[config.mk]
export PLATFORM = sky130hd
export DESIGN_NAME = sound_noise_gen
export DESIGN_NICKNAME = d
export VERILOG_FILES = /design/src/rtl/sound_noise_gen.sv
export SDC_FILE = /design/constraint.sdc
export NUM_CORES = 1
export LEC_CHECK = 0
export ABC_AREA = 1
export BUFFER_PORTS_ARGS = -buffer_cell sky130_fd_sc_hd__buf_2
export CORE_UTILIZATION = 64
export CTS_CLUSTER_SIZE = 16
export DETAILED_ROUTE_END_ITERATION = 7
export PLACE_DENSITY = 0.85
export SETUP_SLACK_MARGIN = 0.15
export SLEW_MARGIN = 10
export SYNTH_ARGS = -nofsm -noshare
export SYNTH_HDL_FRONTEND = slang
export SYNTH_SLANG_ARGS = --single-unit
[constraint.sdc]
create_clock -name clk -period 3.8 [get_ports clk]
set_input_delay 0 -clock clk [delete_from_list [all_inputs] [get_ports clk]]
set_output_delay 0 -clock clk [all_outputs]
set_load 0.02 [all_outputs]
[src/rtl/sound_noise_gen.sv]
`default_nettype none
// ============================================================================
// Module      : sound_noise_gen
// Description : APU noise channel built on one clock. It uses a prescaled
//               LFSR with a long or short (7-bit) mode, a length counter and a
//               volume envelope. The registered level goes to the APU mixer.
// Revision    : 1.0 - initial release
// ----------------------------------------------------------------------------
// Ports:
//   clk                  in  CPU clock, the only clock
//   rst                  in  synchronous reset, active-high
//   ce_length            in  256 Hz length tick strobe
//   ce_env               in  64 Hz envelope tick strobe
//   start                in  restart trigger
//   length               in  [LEN_W] initial length count
//   initial_volume       in  [VOL_W] envelope start volume
//   envelope_increasing  in  envelope direction (1 = up)
//   num_envelope_sweeps  in  [3] envelope period, 0 = frozen
//   shift_clock_freq     in  [4] LFSR step shift s
//   counter_width        in  0 = long LFSR, 1 = short LFSR
//   freq_dividing_ratio  in  [3] prescaler ratio r
//   single               in  1 = stop when the length counter expires
//   level                out [VOL_W] registered channel level
//   enable               out channel active
// Optional macro: SOUND_NOISE_DAC_GATE_EN. When this macro is defined, a
//   zero-volume decreasing configuration turns the channel off ("DAC off").
// ============================================================================
module sound_noise_gen #(
  parameter int LFSR_W    = 15,
  parameter int SHORT_TAP = 6,
  parameter int LEN_W     = 6,
  parameter int VOL_W     = 4,
  parameter int PRE_W     = 8
) (
  input  logic             clk,
  input  logic             rst,
  input  logic             ce_length,
  input  logic             ce_env,
  input  logic             start,
  input  logic [LEN_W-1:0] length,
  input  logic [VOL_W-1:0] initial_volume,
  input  logic             envelope_increasing,
  input  logic [2:0]       num_envelope_sweeps,
  input  logic [3:0]       shift_clock_freq,
  input  logic             counter_width,
  input  logic [2:0]       freq_dividing_ratio,
  input  logic             single,
  output logic [VOL_W-1:0] level,
  output logic             enable
);

  localparam logic [VOL_W-1:0] c_vol_max = {VOL_W{1'b1}};
  localparam logic [LEN_W-1:0] c_len_max = {LEN_W{1'b1}};

  logic [2:0]        r_q, r_d;
  logic [3:0]        s_q, s_d;
  logic              short_q, short_d;
  logic [LFSR_W-1:0] lfsr_q, lfsr_d;
  logic [PRE_W-1:0]  pre_q, pre_d;
  logic [13:0]       shift_q, shift_d;
  logic [LEN_W-1:0]  len_q, len_d;
  logic [2:0]        env_q, env_d;
  logic [VOL_W-1:0]  vol_q, vol_d;
  logic              enable_q, enable_d;
  logic [VOL_W-1:0]  level_q, level_d;

  logic [LFSR_W-1:0] w_lfsr_step;
  logic              w_fb;
  logic [13:0]       w_shift_inc;
  logic [13:0]       w_shift_mask;
  logic              w_start_en;

  // Prescaler reload: 7 for r = 0, else 16*r - 1 (period 8 or 16*r clocks).
  function automatic logic [PRE_W-1:0] pre_reload(input logic [2:0] r);
    if (r == 3'd0) begin
      return PRE_W'(7);
    end
    return PRE_W'({r, 4'b0000} - 7'd1);
  endfunction

  // One LFSR step; short mode also writes the feedback into SHORT_TAP.
  always_comb begin
    w_fb        = lfsr_q[0] ^ lfsr_q[1];
    w_lfsr_step = {w_fb, lfsr_q[LFSR_W-1:1]};
    if (short_q) begin
      w_lfsr_step[SHORT_TAP] = w_fb;
    end
  end

  assign w_shift_inc  = shift_q + 14'd1;
  assign w_shift_mask = (14'd1 << s_q) - 14'd1;

`ifdef SOUND_NOISE_DAC_GATE_EN
  logic w_dac_off;
  assign w_dac_off  = (initial_volume == '0) && !envelope_increasing;
  assign w_start_en = !w_dac_off;
`else
  assign w_start_en = 1'b1;
`endif

  always_comb begin
    r_d      = r_q;
    s_d      = s_q;
    short_d  = short_q;
    lfsr_d   = lfsr_q;
    pre_d    = pre_q;
    shift_d  = shift_q;
    len_d    = len_q;
    env_d    = env_q;
    vol_d    = vol_q;
    enable_d = enable_q;
    level_d  = (enable_q && !lfsr_q[0]) ? vol_q : '0;

    if (start) begin
      r_d      = freq_dividing_ratio;
      s_d      = shift_clock_freq;
      short_d  = counter_width;
      lfsr_d   = '1;
      pre_d    = pre_reload(freq_dividing_ratio);
      shift_d  = '0;
      vol_d    = initial_volume;
      env_d    = num_envelope_sweeps;
      len_d    = length;
      enable_d = w_start_en;
    end else if (enable_q) begin
      // Prescaler tick advances the shift counter. The LFSR steps when the
      // low s bits of the counter wrap to zero. s >= 14 never steps.
      if (pre_q == '0) begin
        pre_d   = pre_reload(r_q);
        shift_d = w_shift_inc;
        if ((s_q < 4'd14) && ((w_shift_inc & w_shift_mask) == 14'd0)) begin
          lfsr_d = w_lfsr_step;
        end
      end else begin
        pre_d = pre_q - PRE_W'(1);
      end

      // Envelope: timer counts n strobes, then the volume moves one step
      // and saturates at either end.
      if (ce_env && (num_envelope_sweeps != 3'd0)) begin
        if (env_q <= 3'd1) begin
          env_d = num_envelope_sweeps;
          if (envelope_increasing) begin
            if (vol_q != c_vol_max) vol_d = vol_q + VOL_W'(1);
          end else begin
            if (vol_q != '0) vol_d = vol_q - VOL_W'(1);
          end
        end else begin
          env_d = env_q - 3'd1;
        end
      end

      // Length counts up; wrapping past all-ones ends the note.
      if (ce_length && single) begin
        len_d = len_q + LEN_W'(1);
        if (len_q == c_len_max) begin
          enable_d = 1'b0;
        end
      end

`ifdef SOUND_NOISE_DAC_GATE_EN
      if (w_dac_off) begin
        enable_d = 1'b0;
      end
`endif
    end
  end

  always_ff @(posedge clk) begin
    if (rst) begin
      r_q      <= '0;
      s_q      <= '0;
      short_q  <= 1'b0;
      lfsr_q   <= '1;
      pre_q    <= '0;
      shift_q  <= '0;
      len_q    <= '0;
      env_q    <= '0;
      vol_q    <= '0;
      enable_q <= 1'b0;
      level_q  <= '0;
    end else begin
      r_q      <= r_d;
      s_q      <= s_d;
      short_q  <= short_d;
      lfsr_q   <= lfsr_d;
      pre_q    <= pre_d;
      shift_q  <= shift_d;
      len_q    <= len_d;
      env_q    <= env_d;
      vol_q    <= vol_d;
      enable_q <= enable_d;
      level_q  <= level_d;
    end
  end

  assign level  = level_q;
  assign enable = enable_q;

endmodule
`default_nettype wire

==> results of run 1 <==
[repair_timing]
item,4_1_cts,5_1_grt
gates resized for setup,0,0
setup endpoints to repair,0,0
endpoints found under the hold margin,19,0
hold buffers,21,0
[power breakdown]
| part | internal (W) | switching [W] | leakage, nW |
|---|---|---|---|
| Combinational | 0.000103 | 0.000162 | 1.25 |
| Clock | 0.000385 | 0.000275 | 0.108 |
| Sequential | 0.000682 | 0.0000340 | 0.508 |
| Total | 0.00117 | 0.000471 | 1.86 |
[metal layers]
metal,vias to the layer above,global-route usage [%]
met3,26,6.946
li1,1785,-
met5,-,0
met2,149,55.23
met1,1663,37.93
met4,0,14.81
[state kept, by name (all words and copies together), names as in the netlist, 3 cells and up]
register,count
lfsr_q,15
shift_q,13
pre_q,8
len_q,6
level,4
s_q,4
vol_q,4
env_q,3
r_q,3
[cell usage after synthesis, types with 4 or more instances]
cell	instances	area, um^2
xor2_1	8	70.07
nand4_1	22	137.6
inv_1	55	206.5
dfxtp_1	62	1241
nor2_1	47	176.4
nor3_1	7	35.03
nand2_1	97	364.1
nand3_1	47	235.2
nor2_2	8	50.05
o21ai_0	41	205.2
a21oi_1	30	150.1
ha_1	13	162.7
clkbuf_1	9	33.78
o211ai_1	5	37.54
inv_2	6	22.52
nor2_4	4	45.04
a31oi_1	11	68.82
[logic make-up (layout without fill, tap and decap cells)]
logic type               count (synthesis)  after routing  synth area share, %
buffers and inverters                   79            134                8.926
multiplexers                             1              1               0.3188
AO/OA/AOI/OAI                           97             97                15.59
XOR/XNOR                                11             11                2.728
AND/OR/NAND/NOR                        240            240                32.13
adder cells (fa/ha/maj)                 14             14                5.172
flip-flops                              62             62                35.14
[stage by stage]
step | hold slack, ps | utilization [%] | cell area [um^2] | power (W) | setup WS (ps)
2_1_floorplan | 134.9 | - | 3532 | 0.0009034 | 1905
3_3_place_gp | 236.2 | 71.39 | 3716 | 0.0009551 | 1387
3_5_place_dp | 242.1 | 71.39 | 3716 | 0.0009662 | 1276
4_1_cts | 4.741 | 79.71 | 4149 | 0.001634 | 1288
5_1_grt | 83.89 | 79.71 | 4149 | 0.001710 | 1001
6_report | 18.33 | 79.71 | 4149 | 0.001641 | 1284
[worst paths after layout]
path         slack (ps)  cells past startpoint                 endpoint
max                1280                     13  lfsr_q[11]$_SDFFE_PP1P_
min reg2reg         460                      2   lfsr_q[8]$_SDFFE_PP1P_
max reg2reg        1280                     13  lfsr_q[11]$_SDFFE_PP1P_
min                  20                      5    env_q[0]$_SDFFE_PP0P_
[final cells by class]
type,instances,area share [%]
clock inverters,6,2.051
repair buffers,55,9.288
flip-flops and latches,62,29.92
clock buffers,10,3.317
inverters,63,5.700
multi-input cells,363,47.62
well taps,70,2.111
[critical path: stages (launching register included)]
cell,delay [ps]
dfxtp_1,330
inv_1,80
ha_1,150
nand2_1,60
nor2_2,140
nand2_4,100
nor2_2,520
nand2_1,130
nor2_2,140
nand3_2,130
nor2_8,220
nand3_4,210
nand2_1,120
nand3_1,70
==> flow_metrics.tcl, run 1 <==
set metrics [dict create \
    grt_pass1_vias 3500 \
    dr.max_layer_used "met4" \
    rsz0062_at_grt "false" \
    stdcell_count 629 \
    hold_viol_final 0 \
    grtUsageTotal_pct 32.06 \
    clock.fmax_mhz 397.4 \
    post_cts_buffers 0 \
    tightest_slew_ps 687.2 \
    synth.avg_cell_area_um2 7.008 \
    grt-ovfl-total 0 \
    core-area_mm2 0.005205 \
    die_w_um 76.29 \
    cts-root-buf "clkbuf_8" \
    status "completed" \
    yosys_warnings 0 \
    clk_pin_slew_ps 80 \
    slew_viol_final 0 \
    gp_routability_congestion 0.8762 \
    die-area_mm2 0.005820 \
    ir_drop_v 0.0003879 \
    placedCellCount 592 \
    worstSetupPathType "reg -> reg" \
    p_leak_nw 1.862 \
    wl_met3_um 628 \
    wl_um 8745 \
    clk-insertion-delay-late_ps 350 \
    dr_wl_met2_um 4309 \
    synth-edff-count 0 \
    nets 596 \
    grt_pass1_wl_um 15070 \
    syn_to_final_growth_pct 17.46 \
    cts_sinks 62 \
    finalCritPeriodShare_pct 66.22 \
    start_util_pct 67.86 \
    detail-route-antenna-nets 0 \
    synth_area_mm2 0.003532 \
    ys_types 37 \
    min-delay-start "num_envelope_sweeps[0]" \
    wl_per_cell_um 13.90 \
    antenna_found_initial 0 \
    seq_area_frac_synth_pct 35.14 \
    regArea_mm2 0.001241 \
    slew_headroom_pct 54.01 \
    cts_tree "yes" \
    power.density_mw_per_mm2 395.5 \
    syn_nets 546 \
    mostFrequentLayoutCells "97 x nand2_1, 62 x dfxtp_1, 55 x inv_1, 47 x nor2_1, 47 x nand3_1" \
    io_pins 33 \
    synth_cells 504 \
    htreeDepth 3 \
    drt-initial-drc-count 234 \
    multi_input_area_mm2 0.001976 \
    vias 3623 \
    crit-reg2reg-launch "pre_q[0]$_SDFFE_PP0P_" \
    drcViolationCount 0 \
    async_reset_ff_share_pct 0 \
    crit_required_ps 4030 \
    worstSetupStartpoint "pre_q[0]$_SDFFE_PP0P_" \
    grt_start_max_net_pins 29 \
    min_path_type "in -> reg" \
    setup_violations 0 \
    end_kind "flop" \
    crit_path_start_kind "flop" \
    fin_setup_tns_ps 0 \
    nFillCells 368 \
    ys_seq_elements 62 \
    dp_hpwl_um 5511 \
    via_per_inst 5.760 \
    dr.pass1.iters 5 \
    clock_skew_ps 8.404 \
    row_count 26 \
    port_buffers 32 \
    clockBufferDepth 2 \
    ys.flop_type "dfxtp_1" \
    period_needed_ps 2516 \
    drive_above_1_share_pct 13.95 \
    diodes 0 \
    die_height_um 76.29 \
    worstPathArrival_ps 2750 \
    crit_fanout 19 \
    met1_length_um 3570 \
    maxCapViolations 0 \
    cts_made_buffers 9 \
    final_common_cell "nand2_1" \
]
Note: power is estimated with default switching activity, not from simulation.
==> inputs of run 2 (changes only) <==
CORE_UTILIZATION = 54   (was 64)
PLACE_DENSITY = 0.77   (was 0.85)
clock period = 2.3 ns   (was 3.8 ns; I/O delays follow)
==> flow_metrics.tcl, run 2 (synthesis gave the netlist of run 1 again) <==
set metrics [dict create \
    clock.fmax_mhz 510.4 \
    die_w_um 82.88 \
    clock_power_share_pct 34.8 \
    crit_top_cell "nand2_1" \
    final_common_cell "nand2_1" \
    grt-ovfl-total 0 \
    largest_register_ffs 15 \
    dp_hpwl_um 5623 \
    core-area_mm2 0.006314 \
    crit_required_ps 2520 \
    r2r_end "lfsr_q[0]$_SDFFE_PP1P_" \
    grt_pass1_vias 3375 \
    cts_tree "yes" \
    end_kind "flop" \
    biggestRegsByFlops "lfsr_q (15), shift_q (13), pre_q (8)" \
    placedCellCount 603 \
    switchingPower_w 0.0007590 \
    wl_um 8109 \
    worstSetupPathType "reg -> reg" \
    drive_above_1_share_pct 15.93 \
    crit_fanout 8 \
    grt_pass1_wl_um 14200 \
    antenna_found_initial 0 \
    intPower_w 0.001722 \
    p_leak_nw 1.863 \
    period_needed_ps 1959 \
    tightest_slew_ps 600.9 \
    vias 3459 \
    io_pins 33 \
    status "complete, but fails checks" \
    maxCapViolations 0 \
    die_height_um 82.88 \
    hold_viol_final 1 \
    power.density_mw_per_mm2 592.2 \
    grt_start_max_net_pins 29 \
    port_buffers 32 \
    drt-initial-drc-count 158 \
    worstRegToRegCells 12 \
    grtUsageTotal_pct 24.62 \
    fin_hold_ws_ps -3.982 \
    fin_setup_tns_ps 0 \
    worstPathArrival_ps 2180 \
    crit-reg2reg-launch "s_q[1]$_SDFFE_PP0P_" \
    ir_drop_v 0.0005436 \
    syn_to_final_growth_pct 18.60 \
    min_path_cells 3 \
    mostFrequentLayoutCells "96 x nand2_1, 59 x dfxtp_1, 55 x inv_1, 47 x nand3_1, 46 x nor2_1" \
    die-area_mm2 0.006868 \
    htreeDepth 3 \
    regToRegSetupSlack_ps 340 \
    cpMaxStageDelayCell "dfxtp_2" \
    row_count 29 \
    placed_area_mm2 0.003755 \
    finish.utilization_pct 66.35 \
    rsz0062_at_grt "false" \
    slew_headroom_pct 59.63 \
    clock_skew_ps 8.735 \
    gp_routability_congestion 0.8991 \
    min_path_type "in -> reg" \
    nets 602 \
    dr.pass1.iters 4 \
    start_util_pct 55.95 \
    crit_chain "nor2_2 -> nand2_1 -> ha_1 -> nor2_1 -> a21oi_1 -> nand2_1 -> nor2_2 -> nand3_2 -> nor2_8 -> nand3_4 -> nand2_1 -> nand3_1" \
    slew_viol_final 0 \
    diodes 0 \
    p_seq_share_pct 47.7 \
    detail-route-antenna-nets 0 \
    drcViolationCount 0 \
    clk-insertion-delay-late_ps 340 \
    critPathMaxStageDelay_ps 360 \
    finalCritPeriodShare_pct 85.18 \
    comb_power_share_pct 17.6 \
    setup_violations 0 \
    p_total_w 0.002481 \
    cts_sinks 62 \
    clk_pin_slew_ps 70 \
    cts_made_buffers 9 \
    stdcell_count 642 \
    failed_checks "hold timing" \
    fin_area_mm2 0.004189 \
    top_register "lfsr_q" \
    worstSetupStartpoint "s_q[1]$_SDFFE_PP0P_" \
    wl_per_cell_um 12.63 \
    min-delay-start "initial_volume[3]" \
    crit_path_start_kind "flop" \
    cts-root-buf "clkbuf_8" \
    clockBufferDepth 2 \
    holdPathEnd "vol_q[3]$_SDFFE_PP0P_" \
    via_per_inst 5.388 \
    switching_share_pct 30.60 \
]
==> run 2: cell types whose count changed in the layout (fill, tap and decap cells not counted), moves of 2 or more <==
cell / delta
buf_4: +5
dfxtp_1: -3
dfxtp_2: +3
bufinv_16: -2
clkinvlp_4: +2
dlygate4sd3_1: -2
==> run 2: what timing repair did <==
action | in CTS | in global routing
endpoints found under the hold margin | 22 | 0
gates resized for setup | 0 | 8
hold buffers | 19 | 0
setup endpoints to repair | 14 | 15
cloned | 0 | 1
pin swaps | 2 | 3
setup buffers | 1 | 2
==> run 2: critical path, delay by kind of cell, from the launching register on <==
kind,cells,cell delay (ps)
DFF,1,360
AOI/OAI and AO/OA,1,120
and+or+nand+nor,10,1070
adders and majority gates,1,290
==> run 2: power by group through the flow <==
stage / Clock, W / Sequential, W / Combinational, W
2_1_floorplan: 0 / 0.00119 / 0.000299
3_3_place_gp: 0 / 0.00120 / 0.000381
3_5_place_dp: 0 / 0.00120 / 0.000394
4_1_cts: 0.000874 / 0.00118 / 0.000424
5_1_grt: 0.000919 / 0.00119 / 0.000499
6_report: 0.000862 / 0.00118 / 0.000436
==> run 2: layout make-up <==
cell class	instances	area, um^2
Fill cell	544	2125
Multi-Input combinational cell	364	1998
Sequential cell	62	1245
Timing Repair Buffer	60	434.2
Inverter	63	239.0
Clock buffer	11	141.4
Tap cell	77	96.34
Clock inverter	5	35.03
==> run 2: worst max path at each step <==
stage | end | slack (ps)
2_1_floorplan | lfsr_q[10]$_SDFFE_PP1P_ | 410
3_3_place_gp | lfsr_q[7]$_SDFFE_PP1P_ | 240
3_5_place_dp | lfsr_q[5]$_SDFFE_PP1P_ | 150
4_1_cts | lfsr_q[5]$_SDFFE_PP1P_ | 230
5_1_grt | lfsr_q[0]$_SDFFE_PP1P_ | 140
6_report | lfsr_q[0]$_SDFFE_PP1P_ | 340
==> run 2: per-layer routing <==
layer | vias to the layer above | part of all wire (%) | GRT usage, %
met5 | - | 0 | 0
met4 | 0 | 2.3 | 11.44
met3 | 22 | 4.1 | 5.467
met2 | 86 | 48 | 42.32
met1 | 1546 | 45 | 29.14
li1 | 1805 | - | -
==> run 2: through the flow <==
stage	setup slack, ps	hold WS (ps)
after CTS	233.0	0.4558
final	340.9	-3.982
after floorplan	405.1	134.9
after global placement	236.0	224.6
after detailed placement	152.4	278.2
after global routing	142.0	36.19
